**config.mk**
```make
export PLATFORM = sky130hd
export DESIGN_NAME = tcdm_bank_arbiter
export DESIGN_NICKNAME = d
export VERILOG_FILES = /design/src/rtl/tcdm_bank_arbiter.sv
export SDC_FILE = /design/constraint.sdc
export NUM_CORES = 1
export LEC_CHECK = 0
export ABC_CLOCK_PERIOD_IN_PS = 1900
export CAP_MARGIN = 40
export CORE_AREA = 2 2 173 175
export CTS_BUF_LIST = sky130_fd_sc_hd__clkbuf_16
export CTS_CLUSTER_SIZE = 28
export DETAILED_ROUTE_END_ITERATION = 8
export DIE_AREA = 0 0 175 177
export GPL_TIMING_DRIVEN = 0
export PLACE_DENSITY_LB_ADDON = 0.08
export RECOVER_POWER = 25
export SKIP_CTS_REPAIR_TIMING = 1
export SYNTH_ARGS = -nofsm -noshare
export SYNTH_HDL_FRONTEND = slang
export SYNTH_SLANG_ARGS = --single-unit
export TNS_END_PERCENT = 100
```
**constraint.sdc**
```tcl
create_clock -name clk_i -period 1.9 [get_ports clk_i]
set_clock_uncertainty 0.05 [all_clocks]
set_input_delay 0.475 -clock clk_i [delete_from_list [all_inputs] [get_ports clk_i]]
set_output_delay 0.475 -clock clk_i [all_outputs]
set_load 0.03 [all_outputs]
```
**src/rtl/tcdm_bank_arbiter.sv**
```systemverilog
// ---------------------------------------------------------------------------
// tcdm_bank_arbiter
//
// Round-robin arbiter that lets NumInp requesters share one single-ported
// SRAM bank. Each cycle the first valid port found when scanning from the
// round-robin pointer (wrapping) is the winner. Its fields are routed
// combinationally to the bank. The access is accepted when the bank grants
// it. Read data comes back one cycle after acceptance and is steered to the
// port that issued the read. Writes produce no response.
//
// Parameters
//   NumInp       number of requester ports (2..8)
//   DataWidth    SRAM word width in bits
//   MemAddrWidth bank word-address width
//   IdxWidth     port-index width
//
// Ports
//   clk_i, rst_ni  clock, asynchronous active-low reset
//   req_valid_i    per-port request valid
//   req_write_i    per-port 1=write, 0=read
//   req_addr_i     per-port word address
//   req_data_i     per-port write data
//   req_strb_i     per-port byte enables
//   req_ready_o    per-port "request accepted this cycle" (at most one set)
//   rsp_valid_o    per-port read-data valid
//   rsp_data_o     per-port read data (zero on ports without a response)
//   mem_req_o      SRAM chip select (any request valid)
//   mem_gnt_i      bank can accept an access this cycle
//   mem_we_o       SRAM write enable
//   mem_addr_o     SRAM address
//   mem_wdata_o    SRAM write data
//   mem_be_o       SRAM byte enables
//   mem_rdata_i    SRAM read data, valid one cycle after an accepted access
// ---------------------------------------------------------------------------
module tcdm_bank_arbiter #(
  parameter int unsigned NumInp       = 2,
  parameter int unsigned DataWidth    = 64,
  parameter int unsigned MemAddrWidth = 9,
  parameter int unsigned IdxWidth     = $clog2(NumInp)
) (
  input  logic                                   clk_i,
  input  logic                                   rst_ni,
  input  logic [NumInp-1:0]                      req_valid_i,
  input  logic [NumInp-1:0]                      req_write_i,
  input  logic [NumInp-1:0][MemAddrWidth-1:0]    req_addr_i,
  input  logic [NumInp-1:0][DataWidth-1:0]       req_data_i,
  input  logic [NumInp-1:0][DataWidth/8-1:0]     req_strb_i,
  output logic [NumInp-1:0]                      req_ready_o,
  output logic [NumInp-1:0]                      rsp_valid_o,
  output logic [NumInp-1:0][DataWidth-1:0]       rsp_data_o,
  output logic                                   mem_req_o,
  input  logic                                   mem_gnt_i,
  output logic                                   mem_we_o,
  output logic [MemAddrWidth-1:0]                mem_addr_o,
  output logic [DataWidth-1:0]                   mem_wdata_o,
  output logic [DataWidth/8-1:0]                 mem_be_o,
  input  logic [DataWidth-1:0]                   mem_rdata_i
);

  localparam logic [IdxWidth-1:0] LastIdx = IdxWidth'(NumInp - 1);

  // Round-robin pointer: the port with the highest priority this cycle.
  logic [IdxWidth-1:0] ptr_q;

  // Read-response tracking: a read was accepted last cycle, and by whom.
  logic                rsp_pending_q;
  logic [IdxWidth-1:0] rsp_idx_q;

  logic                win_found;
  logic [IdxWidth-1:0] win_idx;
  logic                accept;
  logic [IdxWidth-1:0] ptr_next;

  // -------------------------------------------------------------------------
  // Winner search: scan ptr, ptr+1, ... wrapping modulo NumInp. The pointer
  // never exceeds NumInp-1, so one conditional subtraction implements the
  // wrap even when NumInp is not a power of two.
  // -------------------------------------------------------------------------
  always_comb begin
    int unsigned         cand;
    logic [IdxWidth-1:0] cand_idx;
    // NOTE: every variable assigned in always_comb gets a default before any
    // conditional assignment; otherwise a path that skips it infers a latch.
    win_found = 1'b0;
    win_idx   = '0;
    cand      = 0;
    cand_idx  = '0;
    for (int unsigned k = 0; k < NumInp; k++) begin
      cand = 32'(ptr_q) + k;
      if (cand >= NumInp) begin
        cand = cand - NumInp;
      end
      cand_idx = cand[IdxWidth-1:0];
      if (!win_found && req_valid_i[cand_idx]) begin
        win_found = 1'b1;
        win_idx   = cand_idx;
      end
    end
  end

  // -------------------------------------------------------------------------
  // Bank-side request: the winner's fields, or all zero when nobody asks.
  // -------------------------------------------------------------------------
  always_comb begin
    mem_req_o   = |req_valid_i;
    mem_we_o    = 1'b0;
    mem_addr_o  = '0;
    mem_wdata_o = '0;
    mem_be_o    = '0;
    if (win_found) begin
      mem_we_o    = req_write_i[win_idx];
      mem_addr_o  = req_addr_i[win_idx];
      mem_wdata_o = req_data_i[win_idx];
      mem_be_o    = req_strb_i[win_idx];
    end
  end

  // Ready is one-hot on the winner, and only when the bank grants. Without a
  // grant nothing is consumed, so a higher-priority request arriving next
  // cycle may still overtake the current winner.
  always_comb begin
    req_ready_o = '0;
    for (int unsigned i = 0; i < NumInp; i++) begin
      req_ready_o[i] = win_found && mem_gnt_i && (win_idx == IdxWidth'(i));
    end
  end

  assign accept   = mem_req_o & mem_gnt_i;
  assign ptr_next = (win_idx == LastIdx) ? '0 : win_idx + IdxWidth'(1);

  // -------------------------------------------------------------------------
  // State: pointer moves past the winner on every accepted access, and an
  // accepted read arms a one-cycle response for the winning port.
  // -------------------------------------------------------------------------
  // NOTE: sequential state uses non-blocking assignments so every register
  // samples the values from before the clock edge, independent of order.
  always_ff @(posedge clk_i or negedge rst_ni) begin
    if (!rst_ni) begin
      ptr_q         <= '0;
      rsp_pending_q <= 1'b0;
      rsp_idx_q     <= '0;
    end else begin
      if (accept) begin
        ptr_q     <= ptr_next;
        rsp_idx_q <= win_idx;
      end
      rsp_pending_q <= accept & ~mem_we_o;
    end
  end

  // -------------------------------------------------------------------------
  // Response steering: SRAM read data goes to exactly the port that issued
  // the read; every other port sees zero. Because the pending flag is cleared
  // by reset, a read accepted just before reset never produces a response.
  // -------------------------------------------------------------------------
  always_comb begin
    rsp_valid_o = '0;
    rsp_data_o  = '0;
    if (rsp_pending_q) begin
      rsp_valid_o[rsp_idx_q] = 1'b1;
      rsp_data_o[rsp_idx_q]  = mem_rdata_i;
    end
  end

endmodule

```
### Word level (Yosys, flattened, before mapping)

Cells that the tools add are included.
Widths: inputs -> output; s select.

| cells by class | value |
|---|---|
| mux-type cells | 29 |
| bitwise operators | 5 |
| $lt $le $gt $ge | 7 |
| reductions and logical operators | 7 |
| $add $sub $neg | 4 |

Operators with widths:

| kind | count |
|---|---|
| $mux 64 | 4 |
| $and 128x128->128 | 1 |
| $mux 128 | 1 |
| $demux 64 s1 | 1 |
| $mux 9 | 3 |
| $mux 8 | 3 |
| $mux 1 | 15 |
| $lt 1x2->1 const B | 4 |
| $logic_and 1x1->1 | 5 |
| $add 1x1->2 const B | 1 |
| $and 1x1->1 | 2 |
| $ge 1x2->1 const B | 1 |
| $ge 2x2->1 const B | 1 |
| $mux 2 | 1 |
| $not 1->1 | 2 |
| $reduce_or 2->1 | 1 |
| $sub 1x1->1 const B | 2 |
| $add 1x1->1 const B | 1 |
| $demux 1 s1 | 1 |
| $ge 1x1->1 const B | 1 |
| $logic_not 1->1 | 1 |

| storage, ports and cells | value |
|---|---|
| input port bits | 233 |
| word-level logic and storage cells | 55 |
| register bits | 3 |
| output and inout bits | 215 |

### Logic depth before layout (Yosys ltp)

Gate-level depths: netlist of run 1.

| depth | value |
|---|---|
| word-level depth | 13 |
| depth in mapped cells | 5 |
| mapped depth without buffers | 3 |

### Least setup slack after synthesis of run 1

No wires, ideal clock.

| path | value |
|---|---|
| path type | in2out |
| from | in req_valid_i[0] |
| to | out mem_addr_o[0] |
| stages | 4 |
| path slack | 0.028 ns |
| data arrival time | 1.347 ns |
| path buffers | 2 |
| required time | 1.375 ns |
| cell sequence | a21boi_1 -> buf_2 -> buf_2 -> a22o_1 |

| on the way | value |
|---|---|
| word-level cells in the longest chain between the ends | 9 |

Ends and longest elaborated chain:

| what | line | RTL |
|---|---|---|
| start: declaration | 43 | `input logic [NumInp-1:0] req_valid_i,` |
| $mux 1 (not written as such) (2 in series) | 94 | `if (!win_found && req_valid_i[cand_idx]) begin` |
| $mux 1 | 94 |  |
| $logic_not 1->1 | 94 |  |
| $logic_and 1x1->1 | 94 |  |
| $mux 1 | 94 |  |
| $mux 9 (not written as such) (2 in series) | 112 | `mem_addr_o = req_addr_i[win_idx];` |
| $mux 9 * | 110 | `if (win_found) begin` |
| end: declaration | 54 | `output logic [MemAddrWidth-1:0] mem_addr_o,` |

Mark *: on every way between the ends. The rest lies on a longest branch, timed or not. The select of a mux whose other input is x is not followed.

### Worst setup path after layout of run 1

| path | value |
|---|---|
| from | reg ptr_q |
| to | out mem_wdata_o[6] |

| on the way | value |
|---|---|
| word-level cells in the longest chain between the ends | 11 |

Ends and longest elaborated chain:

| what | line | RTL |
|---|---|---|
| start: declaration | 63 | `logic [IdxWidth-1:0] ptr_q;` |
| start signal: assignment | 144 | `ptr_q <= ptr_next;` |
| $ge 1x2->1 / $sub 1x1->1 (equally long branches) | 90, 91 |  |
| $mux 1 | 90 | `if (cand >= NumInp) begin` |
| $mux 1 (not written as such) (2 in series) | 94 |  |
| $mux 1 | 94 |  |
| $logic_not 1->1 | 94 |  |
| $logic_and 1x1->1 | 94 |  |
| $mux 1 | 94 |  |
| $mux 64 (not written as such) (2 in series) | 113 | `mem_wdata_o = req_data_i[win_idx];` |
| $mux 64 * | 110 |  |
| end: declaration | 55 | `output logic [DataWidth-1:0] mem_wdata_o,` |

Marked as above.

==> run metrics, run 1 <==
status=complete, but fails checks; failing checks=setup timing; CP required=1370 ps; Synth Net Count=500; Synth Cell Area=~1900 um2; number of port buffers=447; Distinct cells, synth=17; R2R depth=5; Post-DP Area=between 6000 and 7000 um2; DR pass1 iterations=4; ant diodes=0; Worst Hold Class=in2async; Worst-Margin Slew=414 ps; Synth warnings=0; RePlAce Congestion=0.843; layout cells sized above 1=0.493; CP max FO=10; Avg Cell Area, Syn=between 7 and 8 um2; clk_lat worst skew=230 ps; r2r setup slk=500 ps; Bufs on Longest Clock Path=2; final wirelength=21900 um; area share of the largest cell type after synthesis=0.377; Worst Hold Margin=457 ps; placed wire-length estimate=18100 um; synth top area cells=a22o_1, and2_1, and3_1; Peak Freq=0.461 GHz; register area=78.8 um2; max-slew violation count=0; Clk pin slew, worst setup/hold paths=30 ps; nets=982; PwrDens=412 nW/um2; #FFs+latches synth=3; fill count=3153; Fin Setup TNS=-30690 ps; first-iteration detailed-routing DRC count=between 50 and 60; Final Hold Fails=0; post-route ant nets=0; most frequent cell after synthesis=a22o_1; first-pass GRT wire length=28200 um; critical path startpoint category=flop; Initial Util=0.0651; origin of the worst setup path=ptr_q$_DFFE_PN0P_; R2R Path Start=ptr_q$_DFFE_PN0P_; IO Count=448; post-synthesis async set-or-reset flop share=1.00; initial antenna violation count=1; CTS buffer count=3; vias in the first global route=roughly 4400; Max-Cap Viols=0; reg2reg end=rsp_pending_q$_DFF_PN0_; aggregate global-route resource usage=0.120; Peak VDD IR=~0.00019 V; setup violation total in the final timing report=192; DR WL/cell=between 15 and 20 um; Area Growth Syn to Fin=329%; H-Tree Depth=1; top cells by count, synth=a22o_1, and2_1, and3_1; total grt overflow=0; root buffer cell=clkbuf_16; clock sink count=3; Die Wd=175 um; Critical Path Sink Type=output pin; Setup crit end=mem_wdata_o[6]; RSZ-0062 raised after global routing=yes; Post-synth top flop=dfrtp_1; DR vias=4220; Period Utilization, post-route=1.14; TritonCTS clock tree=built; minimum clock period=2170 ps; Vias/cell=3.71; site row count=63; Crit Path Class=reg2out; register area share after synthesis=0.0394; Final WS setup=-267 ps; largest net degree at the start of global routing=11; die span in y=177 um; Overall Power=3.37 mW; Post-Syn Instances=267; Slew headroom=0.723; die area=31000 um2; DRC Markers=0; Leak=3.96 nW; Post-synth EDFFs=0; Design Area, Final=about 8000 um2; multi-input logic area=1980 um2; WP data arrival=1640 ps; Core Region=29200 um2; area leader, netlist=a22o_1; Placement Setup Slack=-1390 ps
==> power by group <==
group          switching (mW)  internal (mW)  leakage [nW]  total (mW)
logic                    1.39           1.56          3.88        2.95
registers              0.0148         0.0755        0.0326      0.0903
clock network          0.0619          0.272        0.0423       0.334
==> metal layers <==
layer	vias up	wire, um	GRT usage
met1	1949	6770	0.110
met3	16	2290	0.0451
met5	-	0	0
met4	0	227	0.0125
li1	1974	-	-
met2	281	12600	0.253
==> worst max-delay path, stage by stage (launching register included) <==
cell and delay, ps:
dfrtp_2 410, nand2b_4 140, and2_4 180, buf_12 140, buf_6 140, a22o_1 240
buf_6 150
==> placed cells by master (no fill, tap or decap), types with 16 or more instances in the layout <==
master	n
clkdlybuf4s50_1	228
and2_4	47
and3_4	43
buf_2	17
and3_1	22
buf_8	16
dlymetal6s2s_1	20
and2_1	20
a22o_1	80
buf_4	19
buf_6	191
==> kinds of logic (layout without fill, tap and decap cells) <==
kind of cell,after synthesis,count (layout),share of synthesized area
flip-flops,3,3,0.0394
AO/OA/AOI/OAI,87,87,0.395
AND/OR/NAND/NOR,137,137,0.449
buffers and inverters,40,521,0.117
==> flip-flops by register name (all words and copies together), names as in the netlist <==
register,flops
rsp_idx_q,1
rsp_pending_q,1
ptr_q,1
==> worst min path at each step <==
stage               slack (ps)                     to  cells past startpoint         startpoint
CTS                        390  rsp_idx_q$_DFFE_PN0P_                      1             rst_ni
global route               460  rsp_idx_q$_DFFE_PN0P_                      1             rst_ni
detailed placement         460      ptr_q$_DFFE_PN0P_                      1  ptr_q$_DFFE_PN0P_
global placement           470      ptr_q$_DFFE_PN0P_                      1  ptr_q$_DFFE_PN0P_
floorplan                  130      ptr_q$_DFFE_PN0P_                      0             rst_ni
finish                     460  rsp_idx_q$_DFFE_PN0P_                      1             rst_ni
==> layout make-up <==
cell class | instances | share of cell area
clock inverter | 1 | 0.000459
inverter | 1 | 0.000459
timing repair buffer | 477 | 0.618
buffer | 39 | 0.0604
clock buffer | 3 | 0.00918
multi-input combinational | 224 | 0.243
sequential | 3 | 0.00964
tap | 390 | 0.0597
==> stage by stage <==
step,utilization,cells
3_3_place_gp,0.235,1104
5_1_grt,0.280,1138
2_1_floorplan,-,267
4_1_cts,0.237,1108
6_report,0.280,1138
3_5_place_dp,0.235,1104
Power figures use the tool's default switching activity.
==> run 2, diff against run 1 <==
--- a/config.mk
+++ b/config.mk
@@ -16,6 +16,7 @@
 export PLACE_DENSITY_LB_ADDON = 0.08
 export RECOVER_POWER = 25
 export SKIP_CTS_REPAIR_TIMING = 1
+export SKIP_LAST_GASP = 1
 export SYNTH_ARGS = -nofsm -noshare
 export SYNTH_HDL_FRONTEND = slang
 export SYNTH_SLANG_ARGS = --single-unit
==> run metrics, run 2 (synthesis gave the netlist of run 1 again) <==
status=complete, but fails checks; failing checks=setup timing; clock sink count=3; Slew headroom=0.707; CP max FO=10; Post-DP Area=between 6000 and 7000 um2; Design Area, Final=8130 um2; max-slew violation count=0; die area=31000 um2; aggregate global-route resource usage=0.120; DR pass1 iterations=4; Bufs on Longest Clock Path=2; Vias/cell=3.69; total grt overflow=0; largest net degree at the start of global routing=11; H-Tree Depth=1; first-iteration detailed-routing DRC count=60; die span in y=177 um; TritonCTS clock tree=built; Max-Cap Viols=0; Worst Hold Class=in2async; Initial Util=0.0651; vias in the first global route=4427; DR WL/cell=around 19 um; layout cells sized above 1=0.460; Final Hold Fails=0; site row count=63; CTS buffer count=3; Clk pin slew, worst setup/hold paths=approximately 30 ps; CP required=1370 ps; PwrDens=410 nW/um2; Final WS setup=-297 ps; worst-path cell chain=nand2b_1 -> and2_4 -> buf_8 -> buf_6 -> a22o_1 -> buf_6; Period Utilization, post-route=1.16; IO Count=448; clk_lat worst skew=230 ps; Leak=4.12 nW; crit path buf inv count=3; Area Growth Syn to Fin=327%; Fin Setup TNS=-35230 ps; root buffer cell=clkbuf_16; Peak VDD IR=0.000189 V; final wirelength=21900 um; Peak Freq=approximately 0.46 GHz; Worst path slowest cell=dfrtp_2; multi-input logic area=1940 um2; critical path startpoint category=flop; Placement Setup Slack=-1390 ps; most frequent cells in the layout=clkdlybuf4s50_1, buf_6, a22o_1; crit-path max cell delay=410 ps; number of port buffers=447; Most common cell on crit path=buf_6; placed wire-length estimate=18100 um; DRC Markers=0; Worst Hold Margin=457 ps; register area=between 70 and 80 um2; Crit Path Class=reg2out; largest registers=ptr_q x1, rsp_idx_q x1, rsp_pending_q x1; minimum clock period=2200 ps; setup violation total in the final timing report=about 200; ant diodes=0; first-pass GRT wire length=28200 um; WP data arrival=1670 ps; Core Region=roughly 30000 um2; RePlAce Congestion=0.843; initial antenna violation count=1; nets=982; commonest non-fill, non-tap cell in the layout=clkdlybuf4s50_1; RSZ-0062 raised after global routing=yes; Largest delay share family, worst path=buffers and inverters; Cells after DPL=between 1000 and 1500; final cell count without fillers=~1100; Die Wd=175 um; Critical Path Sink Type=output pin; DR vias=roughly 4200; fill count=3148; post-route ant nets=0; Worst-Margin Slew=about 440 ps
==> run 2: cell count changes in the layout (fill, tap and decap cells not counted), moves of 2 or more <==
cell | before | now
buf_12 | 7 | 4
dlymetal6s2s_1 | 20 | 32
buf_4 | 19 | 22
and2_1 | 20 | 29
and2_4 | 47 | 38
buf_6 | 191 | 178
buf_2 | 17 | 12
buf_8 | 16 | 18
clkbuf_4 | 7 | 9
==> run 2: worst paths after layout <==
path	startpoint	endpoint	slack, ps	depth (start not counted)
hold / removal	rst_ni	rsp_idx_q$_DFFE_PN0P_	460	1
max in group asynchronous	rst_ni	rsp_pending_q$_DFF_PN0_	1180	1
setup reg to reg	ptr_q$_DFFE_PN0P_	rsp_pending_q$_DFF_PN0_	470	5
setup / recovery	ptr_q$_DFFE_PN0P_	mem_wdata_o[6]	-300	6
min in group clk_i	req_valid_i[1]	ptr_q$_DFFE_PN0P_	510	2
hold reg to reg	ptr_q$_DFFE_PN0P_	ptr_q$_DFFE_PN0P_	530	2
==> run 2: worst register-to-register path: stages, from the launching register on <==
cell,delay (ps)
dfrtp_2,410
nand2b_1,160
and2_4,190
buf_8,150
buf_6,140
a32o_1,210
==> run 2: stage by stage <==
stage | power (mW) | utilization
after detailed placement | 2.53 | 0.235
final | 3.33 | 0.278
after floorplan | 1.22 | -
after global placement | 2.54 | 0.235
after global routing | 3.51 | 0.278
after CTS | 2.88 | 0.237
==> run 2: report_power, final <==
part / switching, mW / total, mW / internal [mW]
registers: 0.0145 / 0.0899 / 0.0755
clock network: 0.0620 / 0.334 / 0.272
logic: 1.38 / 2.91 / 1.53
total: 1.46 / 3.33 / 1.88
==> run 2: metal layers <==
layer / vias to the layer above / GRT usage / routed length [um]
met2: 271 / 0.253 / 12600
met1: 1935 / 0.110 / 6840
met3: 14 / 0.0451 / 2240
met5: - / 0 / 0
li1: 1976 / - / -
met4: 0 / 0.0125 / 193
==> run 2: cell type report <==
cell class	instances	share of cell area
clock buffers	3	0.00923
well taps	390	0.0600
inverters	1	0.000461
clock inverters	1	0.000461
repair buffers	477	0.625
multi-input cells	224	0.238
flip-flops and latches	3	0.00969
plain buffers	39	0.0572
==> run 3, diff against run 2 <==
--- a/config.mk
+++ b/config.mk
@@ -9,6 +9,7 @@
 export CAP_MARGIN = 40
 export CORE_AREA = 2 2 173 175
 export CTS_BUF_LIST = sky130_fd_sc_hd__clkbuf_16
+export CTS_CLUSTER_DIAMETER = 30
 export CTS_CLUSTER_SIZE = 28
 export DETAILED_ROUTE_END_ITERATION = 8
 export DIE_AREA = 0 0 175 177
==> results of run 3 <==
Same layout as run 2: the final DEF is identical, and so are final timing and power.
